<file path="config.mk">
export PLATFORM = sky130hd
export DESIGN_NAME = usb_upload_frame_tx_flat
export DESIGN_NICKNAME = d
export VERILOG_FILES = /design/src/rtl/usb_upload_frame_tx_if.sv /design/src/rtl/usb_upload_frame_tx.sv /design/src/flat_wrapper.sv
export SDC_FILE = /design/constraint.sdc
export NUM_CORES = 1
export LEC_CHECK = 0
export ABC_AREA = 1
export BUFFER_PORTS_ARGS = -buffer_cell sky130_fd_sc_hd__buf_2
export CAP_MARGIN = 20
export CORE_ASPECT_RATIO = 0.8
export CORE_MARGIN = 5
export CORE_UTILIZATION = 57
export DETAILED_ROUTE_END_ITERATION = 8
export GPL_TIMING_DRIVEN = 0
export PLACE_DENSITY_LB_ADDON = 0.05
export SETUP_SLACK_MARGIN = 0.3
export SLEW_MARGIN = 10
export SYNTH_ARGS = -nofsm -noshare
export SYNTH_HDL_FRONTEND = slang
export SYNTH_SLANG_ARGS = --single-unit
</file>
<file path="constraint.sdc">
create_clock -name clk -period 3.5 [get_ports clk]
set_clock_uncertainty 0.2 [all_clocks]
set_input_delay 0.525 -clock clk [delete_from_list [all_inputs] [get_ports clk]]
set_output_delay 0.525 -clock clk [all_outputs]
set_load 0.03 [all_outputs]
</file>
<file path="src/rtl/usb_upload_frame_tx_if.sv">
// Handshake bundle between the upload frame transmitter and its neighbours:
// frame request, payload stream in, and framed byte stream out toward USB_CDC.
interface usb_upload_frame_tx_if;
  logic        start;
  logic [7:0]  start_cmd;
  logic [15:0] start_len;
  logic        start_ack;
  logic        len_err;
  logic [7:0]  pl_data;
  logic        pl_valid;
  logic        pl_ready;
  logic [7:0]  usb_upload_data;
  logic        usb_upload_valid;
  logic        usb_upload_ready;
  logic        busy;
  logic        frame_done;

  modport slave (
    input  start, start_cmd, start_len, pl_data, pl_valid, usb_upload_ready,
    output start_ack, len_err, pl_ready, usb_upload_data, usb_upload_valid, busy, frame_done
  );

  modport master (
    output start, start_cmd, start_len, pl_data, pl_valid, usb_upload_ready,
    input  start_ack, len_err, pl_ready, usb_upload_data, usb_upload_valid, busy, frame_done
  );
endinterface

</file>
<file path="src/rtl/usb_upload_frame_tx.sv">
// Upload frame transmitter: wraps a payload as HDR0 HDR1 cmd len_hi len_lo payload csum
// and streams it through a single data/valid output register (PHY_CLK domain).
module usb_upload_frame_tx #(
  parameter logic [7:0]  HDR0    = 8'hAA,
  parameter logic [7:0]  HDR1    = 8'h44,
  parameter int unsigned MAX_LEN = 4096
) (
  input logic                  clk,
  input logic                  rst,
  usb_upload_frame_tx_if.slave bus
);

  // HDR0 is loaded straight from IDLE on acceptance so the first byte is
  // valid the cycle after start; the remaining states each emit one byte.
  typedef enum logic [2:0] {
    ST_IDLE,
    ST_HDR1,
    ST_CMD,
    ST_LENH,
    ST_LENL,
    ST_PAYLOAD,
    ST_CSUM
  } state_t;

  localparam logic [16:0] MAX_LEN_W = 17'(MAX_LEN);

  state_t      state_q, state_d;
  logic [7:0]  cmd_q;
  logic [15:0] len_q;
  logic [15:0] cnt_q;
  logic [7:0]  csum_q;
  logic        csum_loaded_q;
  logic [7:0]  data_q;
  logic        valid_q;
  logic        ack_q;
  logic        err_q;

  logic        len_ok;
  logic        accept;
  logic        reject;
  logic        slot_free;
  logic        byte_avail;
  logic [7:0]  byte_val;
  logic        add_to_sum;
  logic        load;
  logic        csum_taken;
  logic        pl_ready_c;

  assign len_ok    = ({1'b0, bus.start_len} <= MAX_LEN_W);
  assign accept    = (state_q == ST_IDLE) && bus.start && len_ok;
  assign reject    = (state_q == ST_IDLE) && bus.start && !len_ok;
  assign slot_free = !valid_q || bus.usb_upload_ready;
  assign load      = byte_avail && slot_free;

  // State register.
  // NOTE: sequential state uses non-blocking assignments so every flop samples
  // pre-edge values; blocking here would create order-dependent simulation.
  always_ff @(posedge clk) begin
    if (rst) state_q <= ST_IDLE;
    else     state_q <= state_d;
  end

  // Next-state logic.
  always_comb begin
    state_d = state_q;
    unique case (state_q)
      ST_IDLE:    if (accept) state_d = ST_HDR1;
      ST_HDR1:    if (load) state_d = ST_CMD;
      ST_CMD:     if (load) state_d = ST_LENH;
      ST_LENH:    if (load) state_d = ST_LENL;
      ST_LENL:    if (load) state_d = (len_q == 16'd0) ? ST_CSUM : ST_PAYLOAD;
      ST_PAYLOAD: if (load && cnt_q == 16'd1) state_d = ST_CSUM;
      ST_CSUM:    if (csum_taken) state_d = ST_IDLE;
      default:    state_d = ST_IDLE;
    endcase
  end

  // Output/byte-source logic.
  // NOTE: every combinational output gets a default first so no path leaves
  // it unassigned, which would otherwise infer a latch.
  always_comb begin
    byte_avail = 1'b0;
    byte_val   = 8'h00;
    add_to_sum = 1'b0;
    pl_ready_c = 1'b0;
    unique case (state_q)
      ST_IDLE: begin
        byte_avail = accept;
        byte_val   = HDR0;
      end
      ST_HDR1: begin
        byte_avail = 1'b1;
        byte_val   = HDR1;
      end
      ST_CMD: begin
        byte_avail = 1'b1;
        byte_val   = cmd_q;
        add_to_sum = 1'b1;
      end
      ST_LENH: begin
        byte_avail = 1'b1;
        byte_val   = len_q[15:8];
        add_to_sum = 1'b1;
      end
      ST_LENL: begin
        byte_avail = 1'b1;
        byte_val   = len_q[7:0];
        add_to_sum = 1'b1;
      end
      ST_PAYLOAD: begin
        pl_ready_c = slot_free;
        byte_avail = bus.pl_valid;
        byte_val   = bus.pl_data;
        add_to_sum = 1'b1;
      end
      ST_CSUM: begin
        byte_avail = !csum_loaded_q;
        byte_val   = csum_q;
      end
      default: ;
    endcase
  end

  // Once the checksum sits in the output register, its handshake ends the frame.
  assign csum_taken = (state_q == ST_CSUM) && csum_loaded_q && valid_q && bus.usb_upload_ready;

  // Datapath: output register, captured request, checksum and byte counter.
  always_ff @(posedge clk) begin
    if (rst) begin
      cmd_q         <= 8'h00;
      len_q         <= 16'h0000;
      cnt_q         <= 16'h0000;
      csum_q        <= 8'h00;
      csum_loaded_q <= 1'b0;
      data_q        <= 8'h00;
      valid_q       <= 1'b0;
      ack_q         <= 1'b0;
      err_q         <= 1'b0;
    end else begin
      ack_q <= accept;
      err_q <= reject;

      if (load) begin
        data_q  <= byte_val;
        valid_q <= 1'b1;
      end else if (bus.usb_upload_ready) begin
        valid_q <= 1'b0;
      end

      if (accept) begin
        cmd_q         <= bus.start_cmd;
        len_q         <= bus.start_len;
        cnt_q         <= bus.start_len;
        csum_q        <= 8'h00;
        csum_loaded_q <= 1'b0;
      end else if (load) begin
        if (add_to_sum) csum_q <= csum_q + byte_val;
        if (state_q == ST_PAYLOAD) cnt_q <= cnt_q - 16'd1;
        if (state_q == ST_CSUM) csum_loaded_q <= 1'b1;
      end
    end
  end

  assign bus.usb_upload_data  = data_q;
  assign bus.usb_upload_valid = valid_q;
  assign bus.pl_ready         = pl_ready_c;
  assign bus.start_ack        = ack_q;
  assign bus.len_err          = err_q;
  assign bus.busy             = (state_q != ST_IDLE);
  assign bus.frame_done       = csum_taken;

endmodule

</file>
<file path="src/flat_wrapper.sv">
// flat-port wrapper written by rule: the top's interface ports become plain ports
module usb_upload_frame_tx_flat 
#(
  parameter logic [7:0]  HDR0    = 8'hAA,
  parameter logic [7:0]  HDR1    = 8'h44,
  parameter int unsigned MAX_LEN = 4096
)
  (clk, rst, bus_start, bus_start_cmd, bus_start_len, bus_pl_data, bus_pl_valid, bus_usb_upload_ready, bus_start_ack, bus_len_err, bus_pl_ready, bus_usb_upload_data, bus_usb_upload_valid, bus_busy, bus_frame_done);
  usb_upload_frame_tx_if bus_i ();
  input logic clk;
  input logic rst;
  input wire logic [$bits(bus_i.start)-1:0] bus_start;
  input wire logic [$bits(bus_i.start_cmd)-1:0] bus_start_cmd;
  input wire logic [$bits(bus_i.start_len)-1:0] bus_start_len;
  input wire logic [$bits(bus_i.pl_data)-1:0] bus_pl_data;
  input wire logic [$bits(bus_i.pl_valid)-1:0] bus_pl_valid;
  input wire logic [$bits(bus_i.usb_upload_ready)-1:0] bus_usb_upload_ready;
  output wire logic [$bits(bus_i.start_ack)-1:0] bus_start_ack;
  output wire logic [$bits(bus_i.len_err)-1:0] bus_len_err;
  output wire logic [$bits(bus_i.pl_ready)-1:0] bus_pl_ready;
  output wire logic [$bits(bus_i.usb_upload_data)-1:0] bus_usb_upload_data;
  output wire logic [$bits(bus_i.usb_upload_valid)-1:0] bus_usb_upload_valid;
  output wire logic [$bits(bus_i.busy)-1:0] bus_busy;
  output wire logic [$bits(bus_i.frame_done)-1:0] bus_frame_done;
  assign bus_i.start = bus_start;
  assign bus_i.start_cmd = bus_start_cmd;
  assign bus_i.start_len = bus_start_len;
  assign bus_i.pl_data = bus_pl_data;
  assign bus_i.pl_valid = bus_pl_valid;
  assign bus_i.usb_upload_ready = bus_usb_upload_ready;
  assign bus_start_ack = bus_i.start_ack;
  assign bus_len_err = bus_i.len_err;
  assign bus_pl_ready = bus_i.pl_ready;
  assign bus_usb_upload_data = bus_i.usb_upload_data;
  assign bus_usb_upload_valid = bus_i.usb_upload_valid;
  assign bus_busy = bus_i.busy;
  assign bus_frame_done = bus_i.frame_done;
  usb_upload_frame_tx #(.HDR0(HDR0), .HDR1(HDR1), .MAX_LEN(MAX_LEN)) u_core (.clk(clk), .rst(rst), .bus(bus_i));
endmodule
</file>
# Yosys cells after proc, flatten, opt, wreduce, memory -nomap -nowiden

Cells that the tools add are included.

Reduce and logical (&&, ||, !) cells: 25
$add $sub $neg: 2
Eq/ne operators: 14
Magnitude comparators: 1
Multiplexer cells: 18

Operator list:

| kind                                                   | count |
|---|---|
| one-hot mux 8 bit (7 select lines)                     | 1 |
| two-way mux 16 bit                                     | 3 |
| two-way mux 3 bit                                      | 7 |
| one-hot mux 3 bit (7 select lines)                     | 1 |
| == test 16 x 1 -> 1 bit (second input constant)        | 1 |
| <= comparator 16 x 13 -> 1 bit (second input constant) | 1 |
| logical NOT 16 bit                                     | 1 |
| subtractor 16 x 1 -> 16 bit (second input constant)    | 1 |
| inequality test 2 x 1 -> 1 bit (second input constant) | 6 |
| == test 3 bit (second input constant)                  | 3 |
| adder 8 bit                                            | 1 |
| logical AND 1 bit                                      | 8 |
| OR reduction 4 bit                                     | 2 |
| AND reduction 7 bit                                    | 1 |
| == test 3 x 2 -> 1 bit (second input constant)         | 2 |
| AND reduction 2 bit                                    | 3 |
| nonzero test 2 bit                                     | 3 |
| two-way mux 1 bit                                      | 4 |
| one-hot mux 1 bit (4 select lines)                     | 1 |
| == test 3 x 1 -> 1 bit (second input constant)         | 1 |
| logical NOT 1 bit                                      | 3 |
| logical NOT 3 bit                                      | 1 |
| nonzero test 3 bit                                     | 1 |
| two-way mux 2 bit                                      | 1 |
| 3 further kinds                                        | 3 |

Output and inout port bits: 14
Logic and storage cells: 70
Flip-flop bits (word level): 63
Input port bits: 37

# Depth between registers and ports, before layout

Gate-level depths: netlist of run 1.

Depth after elaboration: 8
Gate-level depth with buffers: 17
Gate-level depth less buffers: 17

# Worst setup path before layout of run 1

No wires, ideal clock.

Kind: register to register
Start: register u_core.state_q[0]
End: register u_core.csum_q[6]
Period minus slack after synthesis: 2.492 ns
Stages on the path, launching flop included: 16
Arrival time: 2.173 ns
Required time: 3.181 ns
Setup time: 0.119 ns
Buffers on the path: 0
Slack: 1.008 ns
Path through: dfxtp_1 inv_2 nor2_4 nand2_1 inv_1 nand2_1 o21ai_0 a21oi_1 nand3_1 ha_1 fa_1 nand4_1 nand3_1 xor2_1 o21ai_0 a21oi_1

Elaborated cells on any way between the ends: 18
Those cells by class: 1 x add/sub; 6 x eq/ne; 3 x mux; 8 x reduce/logical

RTL lines:

| element                                     | line                       | source |
|---|---|---|
| start, declared                             | usb_upload_frame_tx.sv:27  | `state_t state_q, state_d;` |
| start signal, assigned                      | usb_upload_frame_tx.sv:60  | `else state_q <= state_d;` |
| == test 3 bit, or another cell as far along | usb_upload_frame_tx.sv:86  | `unique case (state_q)` |
| one-hot mux 8 bit (7 select lines) (*)      | usb_upload_frame_tx.sv:86  |  |
| net u_core.byte_val[0]                      | usb_upload_frame_tx.sv:43  | `logic [7:0] byte_val;` |
| adder 8 bit (*)                             | usb_upload_frame_tx.sv:157 | `if (add_to_sum) csum_q <= csum_q + byte_val;` |
| end signal, assigned                        | usb_upload_frame_tx.sv:157 |  |
| end, declared                               | usb_upload_frame_tx.sv:31  | `logic [7:0] csum_q;` |

The timed path passes the listed nets; every way through them passes the cells marked *.
A chain may end at the register's enable or synchronous reset.

# Final worst setup path of run 1

Ends and elaborated chain as after synthesis.

==> summary.txt, run 1 <==
run status = finished clean
pwr/cell area = 701 nW/um2
die area = 7830 um2
Crit Path Class = reg -> reg
Seq/Total Area, Yosys = 36.0%
reg-to-reg setup timing slack = 0.51 ns
Slew @ Worst Pin = 0.604 ns
DIE HEIGHT = 80.2 um
GR peak layer = met2
synth cell count leaders = nand2_1 (119), nor2_1 (65), dfxtp_1 (63)
Max VDD drop = 0.000391 V
GP Congestion = 0.953
Post-Synthesis Cells = 510
post-CTS resize count = 0
largest net degree at the start of global routing = 11
H-tree levels = 3
total congestion overflow = 0
#FFs+latches synth = 63
Total Neg Setup Slack = 0 ns
CTS Hold Bufs = 0
RSZ-0062 raised after global routing = no
drt drc = 0
top cell type's share of synthesized area = 36.0%
Seq. cell area = 1260 um2
Netlist Area Pre-Place = 3510 um2
total CTS buffers = 9
DR pass1 iterations = 5
combinational family with the most area after synthesis = simple AND/OR/NAND/NOR gates
Hold Vio Cnt, Final = 0
Distinct cells, synth = 36
setup violators final = 0
post-synthesis mux area share = 0%
Post-Synth Adder-Cell Area = 3.78%
# IOs = 51
Post-synth top flop = dfxtp_1
met3 Use GR = 8.25%
worst hold path type = in -> reg
crit path max fanout = 8
top cells by area, synth = dfxtp_1 (36%), nand2_1 (13%), nor2_1 (7.0%), inv_1 (6.0%), o21ai_0 (5.9%)
CTS Root Cell = clkbuf_8
max_cap viols = 0
row count = 25
Simple-Gate Fraction of Synth Area = 30.7%
Global Route met2 Usage = 39.1%
Syn-to-layout area delta = 15.7%
final wirelength = 10.3 mm
postcts setup bufs = 0
crit share post-route = 85.3%
CTS Sinks = 63
Mapped Nets = 557
vias in the first global route = 3324
Slew HR = 59.4%
Synth area leader = dfxtp_1
Routed wire per std cell = 15.7 um
Max Root-Sink Buffers = 2
Die X-Extent = 97.7 um
Synth Area in Compound Gates = 16.9%
core area = 5940 um2
IO Port Bufs = 50
via-per-instance ratio = 5.54
asr flop ratio synth = 0%
Final Max Slew Viols = 0
final worst setup slack = 0.513 ns
YS warnings = 0
multi-input logic area = 1920 um2
met1 Use GR = 38.9%
Clock Pin Slew Worst Setup and Hold Paths = 0.07 ns
top-count cell post-synth = nand2_1
Post-Synth XOR/XNOR Area = 3.50%
1st-iter DRT viols = 353
# diodes = 0
Tmin final = 2.99 ns
Pwr Total = 2.84 mW
Filler Cell Count = 537
hold_ws = 0.178 ns
layout cell share with drive strength beyond 1 = 17.6%
pre-CTS setup slack = 0.622 ns
EDFF count, synth = 0
total number of vias = 3636
initial antenna violation count = 0
FMAX = 335 MHz
ANT nets after route = 0
CTS tree = yes
clk_lat worst skew = 0.35 ns
CP Data Arrival Time = 3.02 ns
Layout Utilization = 68.3%
initial core utilization = 59.0%
required time of the critical path = 3.53 ns
GRT Util Overall = 27.0%
wire length of the first global-routing pass = 16.7 mm
Syn Area/Cell = 6.88 um2
nets@finish = 618
crit end category = flop
crit path launch type = flop
Final HPWL DP = 7.89 mm
Leakage = 1.93 nW
metal layers:
metal  up-vias  wire, um  share of wire (%)
li1       1791         -                  -
met4         0       125                1.2
met2       167      4080                 40
met3        17       997                9.7
met1      1661      5120                 50
met5         -         0                  0
metrics by stage:
step	std cells	cell area, um2
after detailed placement	641	3860
after floorplan	510	3510
after CTS	656	4060
after global placement	641	3860
after global routing	656	4060
final	656	4060
cells in the final DEF, fill, tap and decap left out, types with 5 or more instances in the layout:
cell type	n
nand2_4	5
buf_2	54
dfxtp_1	63
nor3_1	5
o21ai_0	41
nand3_1	24
nand4_1	5
nand2_1	119
clkbuf_8	11
a22o_1	5
a21oi_1	37
o22ai_1	9
inv_1	56
xor2_1	11
ha_1	9
nor2_1	65
where the power goes:
part           internal [mW]  switching [mW]  total, mW
Sequential             0.809          0.0742      0.883
Combinational          0.430           0.878       1.31
Clock                  0.363           0.289      0.652
Total                   1.60            1.24       2.84
kinds of logic (layout without fill, tap and decap cells):
family                   after synthesis  count (layout)
AO/OA/AOI/OAI                        107             107
flip-flops                            63              63
buffers and inverters                 74             139
AND/OR/NAND/NOR                      242             242
adder cells (fa/ha/maj)               10              10
XOR/XNOR                              14              14
sequential cells by signal, indices dropped and copies added, names as in the netlist:
register,flops
u_core.bus.len_err,1
u_core.bus.start_ack,1
u_core.csum_loaded_q,1
u_core.len_q,16
u_core.bus.usb_upload_data,8
u_core.state_q,3
u_core.csum_q,8
u_core.cnt_q,16
u_core.cmd_q,8
u_core.bus.usb_upload_valid,1
final cells by class:
| class | instances | share of cell area (%) |
|---|---|---|
| well taps | 81 | 2.50 |
| multi-input cells | 373 | 47.4 |
| repair buffers | 50 | 6.17 |
| flip-flops and latches | 63 | 31.1 |
| clock inverters | 3 | 1.05 |
| clock buffers | 12 | 3.82 |
| inverters | 61 | 5.68 |
| plain buffers | 13 | 2.25 |
path summary, 6_finish.rpt:
kind | from | end | cells past startpoint
setup / recovery | u_core.state_q[0]$_SDFFE_PP0P_ | u_core.csum_q[6]$_SDFFE_PP0P_ | 15
setup reg to reg | u_core.state_q[0]$_SDFFE_PP0P_ | u_core.csum_q[6]$_SDFFE_PP0P_ | 15
hold / removal | bus_start_cmd[2] | u_core.cmd_q[2]$_SDFFE_PP0P_ | 3
hold reg to reg | u_core.len_q[13]$_SDFFE_PP0P_ | u_core.len_q[13]$_SDFFE_PP0P_ | 2
critical path, cell delays in order, from the launching register on:
cell     delay (ns)
dfxtp_1        0.39
inv_2          0.16
nor2_4         0.06
nand2_1        0.09
inv_1          0.15
nand2_1        0.11
o21ai_0        0.08
a21oi_1        0.20
nand3_1        0.16
ha_1           0.25
fa_1           0.44
nand4_1        0.12
nand3_1        0.10
xor2_1         0.15
o21ai_0        0.15
a21oi_1        0.05
(Power assumes the default switching activity.)
==> inputs of run 2 (changes only) <==
ABC_AREA = default   (was 1)
==> summary.txt, run 2 <==
YS warnings = 0
CP max stage delay = 0.39 ns
worst hold path type = in -> reg
# IOs = 51
final worst setup slack = 0.380 ns
CTS tree = yes
#FFs+latches synth = 63
Syn-to-layout area delta = 23.7%
CTS Sinks = 63
Filler Cell Count = 490
vias in the first global route = 3351
drt drc = 0
Final Max Slew Viols = 0
largest registers = u_core.cnt_q (16), u_core.len_q (16)
CTS Root Cell = clkbuf_8
Leakage = 1.70 nW
DR pass1 iterations = 5
IO Port Bufs = 49
CP most frequent cell = buf_8
# diodes = 0
Slew @ Worst Pin = 0.745 ns
crit path max fanout = 10
Final HPWL DP = 7.52 mm
via-per-instance ratio = 5.88
required time of the critical path = 3.58 ns
GRT Util Overall = 26.9%
final cell count without fillers = 587
top cell type's share of synthesized area = 36.7%
nets@finish = 548
Slowest-stage cell, CP = o41ai_2
CP Data Arrival Time = 3.20 ns
layout cell share with drive strength beyond 1 = 22.1%
crit-path cells = buf_6, buf_8, buf_8, buf_8, a311oi_4, a21oi_2, ha_1, a21oi_2, o211ai_1, o41ai_2, xnor2_1, or3_1, a21oi_1
Syn Area/Cell = 7.88 um2
Distinct cells, synth = 58
1st-iter DRT viols = 291
Max VDD drop = 0.000430 V
GP Congestion = 0.987
Die X-Extent = 96.8 um
Clock Pin Slew Worst Setup and Hold Paths = 0.07 ns
crit end category = flop
Hold Vio Cnt, Final = 0
total number of vias = 3451
setup violators final = 0
max_cap viols = 0
final wirelength = 10.2 mm
crit share post-route = 89.2%
row count = 25
DP Area = 3780 um2
design area = 4250 um2
Tmin final = 3.12 ns
pwr/cell area = 523 nW/um2
core area = 5880 um2
Crit Path Class = reg -> reg
synth cell count leaders = nand2_1 (72), dfxtp_1 (63), a21oi_1 (49)
Buf/Inv on CP = 4
most common cell after layout, fill and taps aside = nand2_1
Seq/Total Area, Yosys = 36.7%
Post-synth top flop = dfxtp_1
run status = finished clean
Routed wire per std cell = 17.4 um
pre-CTS setup slack = -0.326 ns
total congestion overflow = 0
initial antenna violation count = 0
top cells by area, synth = dfxtp_1 (37%), nand2_1 (7.9%), a21oi_1 (7.1%), mux2i_1 (5.8%), nor2_1 (4.3%)
Post-Synthesis Cells = 436
DIE HEIGHT = 79.4 um
wire length of the first global-routing pass = 16.5 mm
top-count cell post-synth = nand2_1
Slew HR = 50.3%
EDFF count, synth = 0
Max Root-Sink Buffers = 2
Total Neg Setup Slack = 0 ns
Layout Utilization = 72.3%
Netlist Area Pre-Place = 3430 um2
Synth area leader = dfxtp_1
delay-heaviest family, CP = compound AO/OA/AOI/OAI gates
most frequent cells in the layout = nand2_1 (72), dfxtp_1 (62), buf_2 (52), a21oi_1 (43), nor2_1 (38)
placed cells = 566
initial core utilization = 58.4%
Mapped Nets = 483
RSZ-0062 raised after global routing = no
ANT nets after route = 0
crit path launch type = flop
FMAX = 320 MHz
clk_lat worst skew = 0.35 ns
total CTS buffers = 9
largest net degree at the start of global routing = 13
asr flop ratio synth = 0%
H-tree levels = 3
die area = 7690 um2
-- run 2: cell count changes in the layout (fill, tap and decap cells not counted), sizes merged, moves of 7 or more --
cell    previous run  this run
buf               60        68
inv               60        13
nand2            128        72
nor2              71        40
o21ai             45        17
nand3             28         8
a21oi             38        51
clkbuf            15        22
a211oi             0         7
nor3               5        13
nor4               3        11
mux2i              0        20
-- run 2: routing by layer --
| layer | GRT usage (%) | up-vias | part of all wire (%) |
|---|---|---|---|
| met3 | 8.82 | 12 | 11 |
| met2 | 41.0 | 166 | 43 |
| met5 | 0 | - | 0 |
| li1 | - | 1673 | - |
| met1 | 36.7 | 1600 | 46 |
| met4 | 7.43 | 0 | 0.78 |
-- run 2: layout make-up --
class / count / area (um2) / area share, %
inverter: 13 / 48.8 / 1.15
clock inverter: 7 / 145 / 3.42
timing repair buffer: 54 / 293 / 6.89
clock buffer: 9 / 124 / 2.92
buffer: 27 / 184 / 4.33
sequential: 63 / 1260 / 29.8
tap: 81 / 101 / 2.39
multi-input combinational: 333 / 2090 / 49.1
-- run 2: logic make-up after synthesis --
family          share of synthesized area, %
xor+xnor                                3.32
mux                                     5.83
flops                                   36.7
simple gates                            24.5
buf+inv                                 4.66
fa+ha+maj                               3.86
compound gates                          21.1
-- run 2: where the power goes --
part | switching [mW] | total (mW) | internal (mW) | leakage [nW]
combinational | 0.368 | 0.593 | 0.225 | 1.06
clock | 0.301 | 0.848 | 0.547 | 0.130
sequential | 0.0234 | 0.780 | 0.757 | 0.510
total | 0.692 | 2.22 | 1.53 | 1.70
-- run 2: stage by stage --
stage,total power [mW],hold WS [ns]
finish,2.22,0.205
CTS,2.18,0.202
floorplan,1.17,0.236
global route,2.31,0.210
global placement,1.30,0.241
detailed placement,1.32,0.245
-- run 2: path summary, 6_finish.rpt --
path / start / end / slack, ns / depth (start not counted)
worst max-delay path: u_core.state_q[2]$_SDFFE_PP0P_ / u_core.csum_q[7]$_SDFFE_PP0P_ / 0.38 / 13
worst min-delay path: bus_start_cmd[4] / u_core.cmd_q[4]$_SDFFE_PP0P_ / 0.20 / 3
worst max register to register: u_core.state_q[2]$_SDFFE_PP0P_ / u_core.csum_q[7]$_SDFFE_PP0P_ / 0.38 / 13
worst min register to register: u_core.bus.usb_upload_data[5]$_SDFFE_PP0P_ / u_core.bus.usb_upload_data[5]$_SDFFE_PP0P_ / 0.25 / 2
-- run 2: repair_timing --
item	in CTS	in global routing
hold buffers	0	0
setup endpoints to repair	5	2
setup buffers	1	4
pin swaps	3	10
gates resized for setup	22	26
-- run 2: worst min-delay path: stages --
cell and delay (ns):
buf_2 0.10, nand2_1 0.05, a21oi_1 0.05
